**src/rtl/rbm_visible_layer.sv**
```systemverilog
// Downward RBM Gibbs half-step: one saturating MAC term per cycle, sigmoid, then LFSR sampling.
// Define RBM_VPROB_OUT_EN to add the VisibleProb output (per-unit sigmoid values).
module rbm_visible_layer #(
    parameter int bitlength = 12,
    parameter int sigmoid_bitlength = 8,
    parameter int visible_dim = 15,
    parameter int hidden_dim = 5,
    parameter logic [bitlength-1:0] Inf = 12'b0111_1111_1111,
    // ROM contents: Weight[v][h] at slice (v*hidden_dim+h), VBias[v] at slice v.
    parameter logic [visible_dim*hidden_dim*bitlength-1:0] weight_init = '0,
    parameter logic [visible_dim*bitlength-1:0] vbias_init = '0,
    parameter logic [sigmoid_bitlength-1:0] seed = 8'hA5,
    parameter logic [sigmoid_bitlength-1:0] lfsr_taps = 8'hB8
) (
    input  logic                                   clock,
    input  logic                                   reset,
    input  logic                                   data_valid,
    input  logic [hidden_dim*bitlength-1:0]        HiddenData,
    output logic [visible_dim*bitlength-1:0]       VisibleData,
    output logic                                   busy,
`ifdef RBM_VPROB_OUT_EN
    output logic [visible_dim*sigmoid_bitlength-1:0] VisibleProb,
`endif
    output logic                                   finish
);

    localparam int VW = (visible_dim > 1) ? $clog2(visible_dim) : 1;
    localparam int HW = (hidden_dim > 1) ? $clog2(hidden_dim) : 1;

    typedef enum logic [2:0] {IDLE, BIAS, ACCUM, SAMPLE, DONE} state_t;

    state_t                          state_q, state_d;
    logic [VW-1:0]                   v_q, v_d;
    logic [HW-1:0]                   h_q, h_d;
    logic signed [bitlength-1:0]     acc_q, acc_d;
    logic [sigmoid_bitlength-1:0]    lfsr_q, lfsr_d;
    logic [hidden_dim-1:0]           hreg_q, hreg_d;
    logic [visible_dim*bitlength-1:0] vdata_q, vdata_d;
    logic                            busy_q, busy_d;
    logic                            finish_q, finish_d;
    logic                            armed_q;
`ifdef RBM_VPROB_OUT_EN
    logic [visible_dim*sigmoid_bitlength-1:0] vprob_q, vprob_d;
`endif

    logic signed [bitlength-1:0]     weight_term, vbias_term, acc_sat;
    logic signed [bitlength:0]       sum_wide;
    logic [sigmoid_bitlength-1:0]    prob;
    logic [hidden_dim-1:0]           hidden_on;

    // Piecewise-linear sigmoid: midscale + acc/4, clamped to the output range.
    function automatic logic [sigmoid_bitlength-1:0] sigmoid(input logic signed [bitlength-1:0] a);
        int t;
        t = int'(a >>> 2) + (1 << (sigmoid_bitlength - 1));
        if (t < 0) return '0;
        if (t > (1 << sigmoid_bitlength) - 1) return '1;
        return sigmoid_bitlength'(t);
    endfunction

    function automatic logic [sigmoid_bitlength-1:0] lfsr_next(input logic [sigmoid_bitlength-1:0] s);
        return s[0] ? ((s >> 1) ^ lfsr_taps) : (s >> 1);
    endfunction

    always_comb begin
        hidden_on = '0;
        for (int h = 0; h < hidden_dim; h++) hidden_on[h] = |HiddenData[h*bitlength +: bitlength];
    end

    assign weight_term = hreg_q[h_q] ? weight_init[(int'(v_q)*hidden_dim + int'(h_q))*bitlength +: bitlength] : '0;
    assign vbias_term  = vbias_init[int'(v_q)*bitlength +: bitlength];
    assign sum_wide    = {acc_q[bitlength-1], acc_q} + {weight_term[bitlength-1], weight_term};
    assign prob        = sigmoid(acc_q);

    always_comb begin
        if (sum_wide > $signed({1'b0, Inf}))       acc_sat = Inf;
        else if (sum_wide < -$signed({1'b0, Inf})) acc_sat = -Inf;
        else                                       acc_sat = sum_wide[bitlength-1:0];
    end

    // NOTE: every _d takes its current value first, so no path through this block can infer a latch.
    always_comb begin
        state_d  = state_q;
        v_d      = v_q;
        h_d      = h_q;
        acc_d    = acc_q;
        lfsr_d   = lfsr_q;
        hreg_d   = hreg_q;
        vdata_d  = vdata_q;
        busy_d   = busy_q;
        finish_d = finish_q;
`ifdef RBM_VPROB_OUT_EN
        vprob_d  = vprob_q;
`endif
        unique case (state_q)
            IDLE, DONE: begin
                if (data_valid && armed_q) begin
                    hreg_d   = hidden_on;
                    finish_d = 1'b0;
                    busy_d   = 1'b1;
                    v_d      = '0;
                    state_d  = BIAS;
                end
            end
            BIAS: begin
                acc_d   = vbias_term;
                h_d     = '0;
                state_d = ACCUM;
            end
            ACCUM: begin
                acc_d = acc_sat;
                h_d   = h_q + 1'b1;
                if (h_q == HW'(hidden_dim - 1)) state_d = SAMPLE;
            end
            SAMPLE: begin
                vdata_d[int'(v_q)*bitlength +: bitlength] = bitlength'(prob > lfsr_q);
`ifdef RBM_VPROB_OUT_EN
                vprob_d[int'(v_q)*sigmoid_bitlength +: sigmoid_bitlength] = prob;
`endif
                lfsr_d = lfsr_next(lfsr_q);
                if (v_q == VW'(visible_dim - 1)) begin
                    state_d  = DONE;
                    finish_d = 1'b1;
                    busy_d   = 1'b0;
                end else begin
                    v_d     = v_q + 1'b1;
                    state_d = BIAS;
                end
            end
            default: state_d = IDLE;
        endcase
    end

    // NOTE: sequential state uses <= only, so every flop samples the pre-edge value of its peers.
    always_ff @(posedge clock or negedge reset) begin
        if (!reset) begin
            state_q  <= IDLE;
            v_q      <= '0;
            h_q      <= '0;
            acc_q    <= '0;
            lfsr_q   <= seed;
            hreg_q   <= '0;
            vdata_q  <= '0;
            busy_q   <= 1'b0;
            finish_q <= 1'b0;
            armed_q  <= 1'b0;
`ifdef RBM_VPROB_OUT_EN
            vprob_q  <= '0;
`endif
        end else begin
            state_q  <= state_d;
            v_q      <= v_d;
            h_q      <= h_d;
            acc_q    <= acc_d;
            lfsr_q   <= lfsr_d;
            hreg_q   <= hreg_d;
            vdata_q  <= vdata_d;
            busy_q   <= busy_d;
            finish_q <= finish_d;
            armed_q  <= 1'b1;  // blocks capture on the first edge after reset release
`ifdef RBM_VPROB_OUT_EN
            vprob_q  <= vprob_d;
`endif
        end
    end

    assign VisibleData = vdata_q;
    assign busy        = busy_q;
    assign finish      = finish_q;
`ifdef RBM_VPROB_OUT_EN
    assign VisibleProb = vprob_q;
`endif

endmodule

```
**config.mk**
```make
export PLATFORM = sky130hd
export DESIGN_NAME = rbm_visible_layer
export DESIGN_NICKNAME = d
export VERILOG_FILES = /design/src/rtl/rbm_visible_layer.sv
export SDC_FILE = /design/constraint.sdc
export NUM_CORES = 1
export LEC_CHECK = 0
export ABC_CLOCK_PERIOD_IN_PS = 4500
export CORE_AREA = 10 10 132 122
export DETAILED_ROUTE_END_ITERATION = 7
export DIE_AREA = 0 0 142 132
export PLACE_DENSITY = 0.92
export SKIP_CTS_REPAIR_TIMING = 1
export SLEW_MARGIN = 20
export SYNTH_ARGS = -nofsm -noshare
export SYNTH_HDL_FRONTEND = slang
export SYNTH_SLANG_ARGS = --single-unit
```
**constraint.sdc**
```tcl
create_clock -name clock -period 4.5 [get_ports clock]
set_input_delay 1.125 -clock clock [delete_from_list [all_inputs] [get_ports clock]]
set_output_delay 1.125 -clock clock [all_outputs]
set_load 0.005 [all_outputs]
```
# --- Word level (Yosys, flattened, before mapping) ---
# Index checks and enable logic that the tools add are counted.
word_totals:
  ff_bits: 218
  latch_bits: 0
  mem_bits_rw: 0
  mem_bits_ro: 0
  in_bits: 63
  output_inout_bits: 182
  elab_cells: 83
  n_memories: 0
op_classes:
  add_sub_neg: 6
  mul: 3
  div_mod_pow: 0
  order_cmp: 6
  n_eq_ne: 10
  n_shift: 4
  muxes: 29
  n_bitwise: 1
  reduce_logical: 14
ops:
  columns: ["op", "count"]
  rows:
  - ["$shiftx A900 B13 Y12 const A", 1]
  - ["$bwmux W180", 1]
  - ["$shift A12 B33 Y180 const A", 1]
  - ["$shiftx A12 B33 Y180", 1]
  - ["$shiftx A180 B32 Y12 const A", 1]
  - ["$reduce_or A12 Y1", 5]
  - ["$mux W8", 5]
  - ["$mux W12", 3]
  - ["$neg A8 Y33", 1]
  - ["$pmux W12 S2", 1]
  - ["$add A12 B12 Y13", 1]
  - ["$gt A13 B12 Y1 const B", 1]
  - ["$lt A13 B12 Y1 const B", 1]
  - ["$pmux W3 S4", 1]
  - ["$add A10 B9 Y11 const B", 1]
  - ["$gt A11 B9 Y1 const B", 1]
  - ["$lt A11 B1 Y1 const B", 1]
  - ["$mul A8 B2 Y10 const B", 1]
  - ["$mux W3", 3]
  - ["$add A7 B3 Y8", 1]
  - ["$gt A8 B8 Y1", 1]
  - ["$mux W1", 8]
  - ["$mux W4", 2]
  - ["$ne A2 B2 Y1 const B", 4]
  - ["20 further kinds", 26]

# --- Depth between registers and ports, before layout ---
# Gate-level depths: netlist of run 1.
depth:
  word_depth: 10
  depth_mapped: 15
  mapped_depth_nobuf: 13

# --- Worst setup path before layout of run 1 ---
# Ideal clock, no wire load.
synth_timing:
  path_kind: "reg2reg"
  startpoint: "register v_q[0]"
  endpoint: "register vdata_q[32], in the netlist VisibleData[32]"
  setup_time_ns: 0.125
  arrival_ns: 3.536
  required_ns: 4.375
  setup_slack_ns: 0.839
  stages_incl_launch_ff: 14
  path_buffers: 2
  period_less_slack_ns: 3.661
  cell_sequence: "dfrtp_1 ha_1 inv_1 fa_1 xor2_4 a211oi_1 and2_1 ha_1 buf_1 nand2_1 a2111oi_4 buf_4 nand4_1 mux2_2"
synth_between:
  elab_chain_cells: 4
  word_cells_on_any_way: 5
  cone_classes: "add/sub: 1; mul: 1; shift: 2; mux: 1"
synth_lines:
  columns: ["element", "line", "source"]
  rows:
  - ["start, declared", "33", "logic [VW-1:0] v_q, v_d;"]
  - ["start signal, assigned", "151", "v_q <= v_d;"]
  - ["$mul A4 B2 Y6 *", "115", "vdata_d[int'(v_q)*bitlength +: bitlength] = bitlength'(prob > lfsr_q);"]
  - ["$neg A8 Y33 *", "115", null]
  - ["$shiftx A12 B33 Y180 or $shift A12 B33 Y180 (tied branches)", "115", null]
  - ["$bwmux W180 *", "115", null]
  - ["end signal, assigned", "156", "vdata_q <= vdata_d;"]
  - ["end, declared", "38", "logic [visible_dim*bitlength-1:0] vdata_q, vdata_d;"]
# Every way passes the cells marked *; elsewhere a longest branch is shown, timed or not.
# A chain may end at the register's enable or synchronous reset.

# --- Final worst setup path of run 1 ---
layout_timing:
  startpoint: "register v_q[1]"
  endpoint: "register vdata_q[148], in the netlist VisibleData[148]"
# The elaborated chain is that of the path after synthesis.

==> impl_metrics.json, run 1 <==
{
  "yosysWarnings": 0,
  "internal_power_mw": 1.86,
  "crit_family": "adder cells",
  "synth.area.top_cells": "dfrtp_1 (32%), buf_4 (18%), mux2_2 (7.7%)",
  "min_period_ns": 4.16,
  "die_y_um": 132,
  "htreeDepth": 3,
  "synth_top_area_frac": 0.323,
  "powerDensity_mw_per_mm2": 534,
  "io_pins": 245,
  "slowest_stage": "fa_1",
  "grt_util_all_layers": 0.143,
  "drc": 0,
  "avgViaCountPerCell": 5.12,
  "tritoncts": "done",
  "sw_frac_of_total": 0.442,
  "drv_slew": 0,
  "pwr-share-comb": 0.496,
  "worst_clock_skew_ns": 0.00928,
  "p_leak_nw": 2.97,
  "clock_sinks": 78,
  "syn_to_final_growth_pct": 8.89,
  "crit_chain": "ha_1, inv_1, fa_1, xor2_4, a211oi_1, and2_1, ha_1, inv_1, nand2_1, a2111oi_2, buf_4, nand2_1, o41ai_1",
  "synthFlopType": "dfrtp_1",
  "start_util": 0.434,
  "yosysMostFrequentCell": "buf_4",
  "core_mm2": 0.0132,
  "dr_total_vias": 4279,
  "max_cap_viol_count": 0,
  "antenna_found_initial": 0,
  "n_antenna_cell": 0,
  "routed_wl_mm": 14.1,
  "grt_setup_unrepaired": "false",
  "cts_inserted_buffers": 9,
  "drtAntennaViolNets": 0,
  "synth_edf_count": 0,
  "setup_viol": 0,
  "clkSlewWorstSetupHoldPaths_ns": 0.06,
  "drtIter0Drc": 497,
  "yosysUniqueCellTypes": 66,
  "setup_tns_ns": 0,
  "clock_latency_ns": 0.35,
  "grt_start_max_net_pins": 79,
  "synth_seq_cells": 78,
  "avgSynthCellArea_um2": 9.34,
  "avgRoutedWirePerCell_um": 16.9,
  "grt_pass1_vias": 4294,
  "start_kind": "flop",
  "fp-row-count": 40,
  "gp_congestion": 0.939,
  "cp_max_fo": 11,
  "fin_nets": 752,
  "end_kind": "flop",
  "ir_drop_uv": 336,
  "synthArstFlopShare": 1.00,
  "gr-total-overflow": 0,
  "synth_commonest_cells": "buf_4 (138), dfrtp_1 (74), nand2_1 (64)",
  "clockBufferDepth": 2,
  "switchingPower_mw": 1.47,
  "path_class": "flop to flop",
  "firstDrtPassIters": 6,
  "holdCritPathClass": "flop to flop",
  "p_seq_frac": 0.252,
  "slew_headroom": 0.353,
  "syn_area_mm2": 0.00573,
  "hold_violations": 0,
  "fin_util": 0.472,
  "fillers": 1191,
  "drive_gt1_frac": 0.130,
  "fp.dieW_um": 142,
  "crit_arrival_ns": 4.38,
  "yosysSeqAreaShare": 0.342,
  "finalCritPeriodShare": 0.925,
  "tightestPinTransition_ns": 0.971,
  "fmax_mhz": 240,
  "root_buffer": "clkbuf_16",
  "cp.buffers_inverters": 3,
  "clkPwrFrac": 0.253,
  "portBuffers": 49,
  "status": "finished, final reports clean",
  "cpPeakStageDelay_ns": 0.53,
  "synthCells": 613,
  "hpwl_mm": 10.4,
  "grt_pass1_wl_mm": 22.6,
  "dieArea_mm2": 0.0187,
  "worstPathRequired_ns": 4.72,
  "yosys.area.top_type": "dfrtp_1"
}
## routing by layer
metal / up-vias / part of all wire / GRT usage
met5: - / 0 / 0
met4: 0 / 0.021 / 0.0551
met3: 31 / 0.098 / 0.0378
met2: 228 / 0.50 / 0.241
met1: 2089 / 0.39 / 0.169
li1: 1931 / - / -
## state kept, by name, summed over array words and instances, names as in the netlist
signal / count
finish: 1
busy: 1
lfsr_q: 8
acc_q: 12
state_q: 3
h_q: 3
VisibleData: 45
v_q: 4
armed_q: 1
## layout by cell type (no fill, tap or decap), drive strengths merged, types with 3 or more instances in the layout
| master | synthesis | routed |
|---|---|---|
| dfstp | 4 | 4 |
| nor3 | 17 | 17 |
| clkbuf | 12 | 9 |
| nor2 | 28 | 28 |
| a22oi | 3 | 3 |
| inv | 28 | 28 |
| nand2 | 64 | 64 |
| a211oi | 4 | 4 |
| o21a | 9 | 9 |
| dfrtp | 74 | 74 |
| or3 | 3 | 3 |
| and2 | 6 | 6 |
| nand4 | 9 | 9 |
| o21ai | 24 | 24 |
| bufinv | 0 | 3 |
| buf | 139 | 7 |
| clkdlybuf4s50 | 0 | 48 |
| a21o | 3 | 3 |
| o22ai | 4 | 4 |
| nor2b | 3 | 3 |
| conb | 2 | 136 |
| a2111oi | 5 | 5 |
| o41ai | 5 | 5 |
| mux2 | 41 | 41 |
| xnor2 | 5 | 5 |
| xor2 | 6 | 6 |
| nand3 | 37 | 37 |
| and3 | 3 | 3 |
| ha | 26 | 26 |
| a21oi | 12 | 12 |
| nor4 | 4 | 4 |
## final timing paths
path                                 startpoint  slack, ns               end  cells past startpoint
worst max-delay path                     v_q[1]       0.34  VisibleData[148]                     13
worst min-delay path            VisibleData[60]       0.50   VisibleData[60]                      1
worst max register to register           v_q[1]       0.34  VisibleData[148]                     13
worst min register to register  VisibleData[60]       0.50   VisibleData[60]                      1
max in group asynchronous                 reset       2.93            v_q[3]                      1
min in group asynchronous                 reset       0.92         lfsr_q[6]                      1
## stage by stage
stage | setup WS (ns) | power (mW) | hold WS (ns) | cells | instance area [um2]
2_1_floorplan | 0.839 | 2.02 | 0.453 | 747 | 6230
4_1_cts | 0.371 | 3.28 | 0.506 | 835 | 6240
6_report | 0.337 | 3.33 | 0.502 | 835 | 6240
5_1_grt | 0.0236 | 3.51 | 0.512 | 835 | 6240
3_3_place_gp | 0.569 | 2.36 | 0.485 | 819 | 5890
3_5_place_dp | 0.469 | 2.40 | 0.492 | 819 | 5890
## power by group through the flow
stage / clock network [mW] / registers (mW) / logic (mW)
after global placement: 0 / 0.843 / 1.51
after CTS: 0.847 / 0.838 / 1.59
after global routing: 0.884 / 0.848 / 1.78
final: 0.841 / 0.839 / 1.65
after detailed placement: 0 / 0.848 / 1.55
after floorplan: 0 / 0.836 / 1.19
## worst reg2reg max path: stages, from the launching register on
cell and delay (ns):
dfrtp_1 0.46, ha_1 0.34, inv_1 0.08, fa_1 0.53, xor2_4 0.49, a211oi_1 0.17
and2_1 0.20, ha_1 0.40, inv_1 0.15, nand2_1 0.07, a2111oi_2 0.37, buf_4 0.27
nand2_1 0.13, o41ai_1 0.37
## cell type report
cell class,instances,area (um2),area share
inverters,28,105,0.0169
well taps,168,210,0.0337
repair buffers,55,533,0.0855
multi-input cells,490,3080,0.494
clock buffers,9,225,0.0361
clock inverters,7,123,0.0197
flip-flops and latches,78,1960,0.314
## cell families (layout without fill, tap and decap cells)
group,after synthesis,in the layout,share of synthesized area
flip-flops,78,78,0.342
AO/OA/AOI/OAI,83,83,0.116
multiplexers,43,43,0.0854
XOR/XNOR,12,12,0.0249
buffers and inverters,179,99,0.208
other,2,136,0.00131
AND/OR/NAND/NOR,189,189,0.163
adder cells (fa/ha/maj),27,27,0.0603
Note: power is estimated with default switching activity, not from simulation.
==> run 2, diff against run 1 <==
- SKIP_CTS_REPAIR_TIMING: 1 -> unset
==> results of run 2 <==
Final layout, timing and power as in run 1 (identical DEF).
